===== config.mk =====
export PLATFORM = sky130hd
export DESIGN_NAME = hex_scan_mux
export DESIGN_NICKNAME = d
export VERILOG_FILES = /design/src/rtl/hex_scan_mux.sv
export SDC_FILE = /design/constraint.sdc
export NUM_CORES = 1
export LEC_CHECK = 0
export ABC_AREA = 1
export BUFFER_PORTS_ARGS = -buffer_cell sky130_fd_sc_hd__buf_2
export CORE_ASPECT_RATIO = 2
export CORE_MARGIN = 10
export CORE_UTILIZATION = 45
export CTS_BUF_LIST = sky130_fd_sc_hd__clkbuf_2 sky130_fd_sc_hd__clkbuf_4 sky130_fd_sc_hd__clkbuf_8
export DETAILED_ROUTE_END_ITERATION = 7
export GPL_ROUTABILITY_DRIVEN = 0
export GPL_TIMING_DRIVEN = 0
export MAX_ROUTING_LAYER = met4
export SYNTH_ARGS = -nofsm -noshare
export SYNTH_HDL_FRONTEND = slang
export SYNTH_SLANG_ARGS = --single-unit

===== constraint.sdc =====
create_clock -name clk -period 3.05 [get_ports clk]
set_clock_uncertainty 0.1 [all_clocks]
set_input_delay 0.1525 -clock clk [delete_from_list [all_inputs] [get_ports clk]]
set_output_delay 0.1525 -clock clk [all_outputs]
set_load 0.02 [all_outputs]

===== src/rtl/hex_scan_mux.sv =====
// Time-multiplexed scanner for a common-anode seven-segment display with anti-ghosting blanking
// and frame-synchronous value updates. Define HEXSCAN_LZB_EN to enable leading-zero blanking.
module hex_scan_mux #(
  parameter int DIGITS   = 4,
  parameter int PRESCALE = 50000,
  parameter int BLANK    = 16
) (
  input  logic                  clk,
  input  logic                  reset,
  input  logic [4*DIGITS-1:0]   value,
  input  logic [DIGITS-1:0]     dp_in,
  input  logic                  load,
  input  logic                  enable,
  output logic [3:0]            nibble,
  output logic                  dp_n,
  output logic [DIGITS-1:0]     digit_sel,
  output logic                  frame_tick
);

  localparam int CW = (PRESCALE > 1) ? $clog2(PRESCALE) : 1;
  localparam int IW = (DIGITS > 1) ? $clog2(DIGITS) : 1;
  localparam logic [CW-1:0] CNT_LAST = CW'(PRESCALE - 1);
  localparam logic [CW-1:0] CNT_SHOW = CW'(BLANK);
  localparam logic [IW-1:0] IDX_LAST = IW'(DIGITS - 1);

  localparam logic [0:0] ST_BLANK = 1'b0;
  localparam logic [0:0] ST_SHOW  = 1'b1;

  logic [4*DIGITS-1:0] shadow_value_reg;
  logic [DIGITS-1:0]   shadow_dp_reg;
  logic                pending_reg;
  logic [4*DIGITS-1:0] active_value_reg;
  logic [DIGITS-1:0]   active_dp_reg;
  logic [CW-1:0]       cnt_reg;
  logic [IW-1:0]       idx_reg;
  logic                run_reg;

  logic                boundary;
  logic                transfer;
  logic [4*DIGITS-1:0] active_value_next;
  logic [DIGITS-1:0]   active_dp_next;
  logic [CW-1:0]       cnt_next;
  logic [IW-1:0]       idx_next;
  logic [0:0]          slot_state;
  logic [3:0]          nib_arr [DIGITS];
  logic [DIGITS-1:0]   blank_digit;
  logic [DIGITS-1:0]   sel_next;

  // Outputs are registered from the next-state values so they always match cnt/idx.
  always_comb begin
    boundary          = (cnt_reg == CNT_LAST) && (idx_reg == IDX_LAST);
    // run_reg low means the previous edge was disabled: this edge restarts the scan.
    transfer          = enable && pending_reg && (boundary || !run_reg);
    active_value_next = transfer ? shadow_value_reg : active_value_reg;
    active_dp_next    = transfer ? shadow_dp_reg : active_dp_reg;
    cnt_next          = '0;
    idx_next          = '0;
    if (enable) begin
      if (cnt_reg == CNT_LAST) begin
        cnt_next = '0;
        idx_next = (idx_reg == IDX_LAST) ? '0 : idx_reg + 1'b1;
      end else begin
        cnt_next = cnt_reg + 1'b1;
        idx_next = idx_reg;
      end
    end
    slot_state = (enable && (cnt_next >= CNT_SHOW)) ? ST_SHOW : ST_BLANK;
  end

  for (genvar gi = 0; gi < DIGITS; gi++) begin : g_nib
    assign nib_arr[gi] = active_value_next[4*gi +: 4];
  end

`ifdef HEXSCAN_LZB_EN
  logic zero_run;

  // Walk from the most significant digit down, tracking whether everything above is zero.
  always_comb begin
    zero_run    = 1'b1;
    blank_digit = '0;
    for (int i = DIGITS - 1; i >= 0; i--) begin
      zero_run = zero_run && (nib_arr[i] == 4'h0);
      if ((i != 0) && !active_dp_next[i] && zero_run) begin
        blank_digit[i] = 1'b1;
      end
    end
  end
`else
  assign blank_digit = '0;
`endif

  for (genvar gi = 0; gi < DIGITS; gi++) begin : g_sel
    assign sel_next[gi] = !((slot_state == ST_SHOW) && (idx_next == IW'(gi)) && !blank_digit[gi]);
  end

  always_ff @(posedge clk or posedge reset) begin
    if (reset) begin
      shadow_value_reg <= '0;
      shadow_dp_reg    <= '0;
      pending_reg      <= 1'b0;
      active_value_reg <= '0;
      active_dp_reg    <= '0;
      cnt_reg          <= '0;
      idx_reg          <= '0;
      run_reg          <= 1'b0;
      nibble           <= 4'h0;
      dp_n             <= 1'b1;
      digit_sel        <= '1;
      frame_tick       <= 1'b0;
    end else begin
      // A load coinciding with a transfer keeps pending set: the new value waits a frame.
      if (load) begin
        shadow_value_reg <= value;
        shadow_dp_reg    <= dp_in;
        pending_reg      <= 1'b1;
      end else if (transfer) begin
        pending_reg      <= 1'b0;
      end
      active_value_reg <= active_value_next;
      active_dp_reg    <= active_dp_next;
      cnt_reg          <= cnt_next;
      idx_reg          <= idx_next;
      run_reg          <= enable;
      nibble           <= nib_arr[idx_next];
      dp_n             <= ~active_dp_next[idx_next];
      digit_sel        <= sel_next;
      frame_tick       <= (cnt_next == CNT_LAST) && (idx_next == IDX_LAST);
    end
  end

endmodule


==> results.json <==
{
  "setup_ws_ns": 0.8612,
  "crit_required_ns": 3.24,
  "powerDensity_nw_per_um2": 483.9,
  "nFillCells": 782,
  "ys.flop_type": "dfrtp_1",
  "drive_gt1_share_pct": 20.39,
  "setup_viol": 0,
  "syn_nets": 467,
  "grt_pass1_vias": 2914,
  "viasPerCell": 4.666,
  "crit_type": "reg -> reg",
  "post-route-drc-count": 0,
  "rsz0062_at_grt": "no",
  "postRouteAntennaNets": 0,
  "slew_viol_final": 0,
  "numCtsBuffers": 9,
  "critical_path_arrival_ns": 2.38,
  "synth_enable_flop_cells": 0,
  "finalHoldViolCount": 0,
  "p_sw_share_pct": 25.54,
  "finalPower_mw": 2.010,
  "status": "completed",
  "pre_cts_ws_ns": 0.8934,
  "synth_area_leaders": "dfrtp_1 47%, nand2_1 17%, nand3_1 5.9%, inv_1 5.5%, nand2_2 4.3%",
  "ir_drop_mv": 0.3607,
  "yosys_warnings": 0,
  "die_height_um": 144.1,
  "syn_area_per_cell_um2": 7.880,
  "seqPwrFrac_pct": 52.5,
  "wl_per_cell_um": 13.37,
  "multi_input_area_um2": 1420,
  "track_usage_pct": 15.66,
  "synth.distinct_cells": 27,
  "endpoint_kind": "register",
  "clock_latency_ns": 0.35,
  "area_growth_pct": 19.81,
  "pin_count": 34,
  "htree_levels": 3,
  "slew_headroom_pct": 42.58,
  "clk_path_buf_depth": 2,
  "power.share.clock_pct": 34.7,
  "yosysSeqAreaShare_pct": 50.70,
  "setup_tns_ns": 0,
  "tightest_slew_ns": 0.8612,
  "core_um2": 7545,
  "vias": 2818,
  "clkSinkCount": 70,
  "ys_seq_elements": 70,
  "fin_nets": 532,
  "grt_overflow": 0,
  "cts_resized": 0,
  "firstDrtPassIters": 7,
  "grt_max_degree": 71,
  "min_path_type": "in -> reg",
  "grt_first_pass_wirelength_um": 13640,
  "netlist_area_um2": 3467,
  "p_int_mw": 1.497,
  "seq_area_um2": 1758,
  "finalCriticalPeriod_ns": 2.189,
  "dieArea_um2": 11830,
  "netSwitchingPower_uw": 513.4,
  "first_iter_violations": 94,
  "antenna_found_initial": 0,
  "dpl.hpwl_um": 6086,
  "start_util_pct": 45.95,
  "cellLeakagePower_nw": 2.222,
  "synth_top_area_cell": "dfrtp_1",
  "drt_wl_total_um": 8075,
  "async_flop_share_pct": 100.0,
  "cp-start-kind": "register",
  "postCtsSetupRepairBufs": 0,
  "cp_max_fo": 5,
  "fmax_ghz": 0.4569,
  "rows": 45,
  "n_antenna_cell": 0,
  "yosys.area.top_type_share_pct": 46.91,
  "period_share_pct": 71.76,
  "cap_violations": 0,
  "syn-instance-count": 440,
  "cts-root-buf": "clkbuf_8",
  "port_buffers": 32,
  "cts_tree": "yes",
  "combPwrFrac_pct": 12.9,
  "die_w_um": 82.07,
  "hold_buffers": 22,
  "clkSlewWorstSetupHoldPaths_ns": 0.07
}
-- worst max-delay path, stage by stage (launching register included) --
cell and delay, ns:
dfrtp_1 0.42, ha_1 0.23, nand3_2 0.16, nor2_4 0.18, nand2_1 0.07, nand2_1 0.19, nor2_1 0.09, nor3_1 0.37
nand3_1 0.23, nand2_1 0.10
-- synthesized netlist by cell type, drive strengths merged (2+ instances only) --
master	instances
ha	3
inv	57
nand4	7
nor3	2
nand2	185
dfstp	5
xor2	2
xnor2	2
dfrtp	65
nor2	46
o21ai	5
buf	5
nand3	45
clkbuf	6
-- metrics by stage --
stage | area [µm²] | util (%) | hold WS [ns] | std cells
after floorplan | 3467 | - | 0.08393 | 440
after global placement | 3745 | 49.64 | 0.2362 | 566
after detailed placement | 3747 | 49.67 | 0.2442 | 566
after CTS | 4154 | 55.06 | 0.03418 | 604
after global routing | 4154 | 55.06 | 0.08709 | 604
final | 4154 | 55.06 | 0.04875 | 604
-- power groups by stage --
stage | sequential, mW | clock, mW | combinational [mW]
after global routing | 1.06 | 0.761 | 0.302
final | 1.05 | 0.697 | 0.259
after floorplan | 1.08 | 0 | 0.160
after global placement | 1.07 | 0 | 0.238
after detailed placement | 1.07 | 0 | 0.243
after CTS | 1.05 | 0.724 | 0.265
-- final cells by class --
type,count,area share (%)
sequential,70,42.32
buffer,11,1.717
inverter,58,5.301
clock buffer,15,4.367
multi-input combinational,301,34.19
tap,94,2.831
clock inverter,1,0.1205
timing repair buffer,54,9.157
-- per-layer routing --
layer  GRT usage (%)  vias up  part of all wire, %
li1                -     1465                    -
met1           14.40     1291                   37
met2           28.71       40                   57
met3           3.047       22                  2.1
met4           8.559        0                  4.1
met5               -        -                    0
-- path summary, 6_finish.rpt --
check	slack (ns)	end	cells past startpoint	startpoint
setup / recovery	0.86	digit_sel[2]$_DFF_PP1_	9	cnt_reg[0]$_DFF_PP0_
hold / removal	0.05	shadow_dp_reg[2]$_DFFE_PP0P_	2	load
setup reg to reg	0.86	digit_sel[2]$_DFF_PP1_	9	cnt_reg[0]$_DFF_PP0_
hold reg to reg	0.37	active_value_reg[7]$_DFF_PP0_	2	active_value_reg[7]$_DFF_PP0_
max in group asynchronous	1.85	frame_tick$_DFF_PP0_	3	reset
min in group asynchronous	0.43	idx_reg[0]$_DFF_PP0_	3	reset
-- cell usage in the layout (no fill, tap or decap), types with 5 or more instances in the layout --
master / count
buf_2: 32
clkbuf_1: 6
clkbuf_8: 11
dfrtp_1: 65
dfstp_2: 5
dlygate4sd3_1: 22
inv_1: 50
inv_2: 6
nand2_1: 159
nand2_2: 24
nand3_1: 41
nand4_1: 7
nor2_1: 37
nor2_4: 5
o21ai_0: 5
-- cells by family after synthesis --
kind of cell,Yosys count,share of synthesized area (%)
buf+inv,69,8.336
flops,70,50.70
xor+xnor,4,1.011
simple gates,287,37.78
fa+ha+maj,3,1.083
compound gates,7,1.082
(Power assumes the default switching activity.)
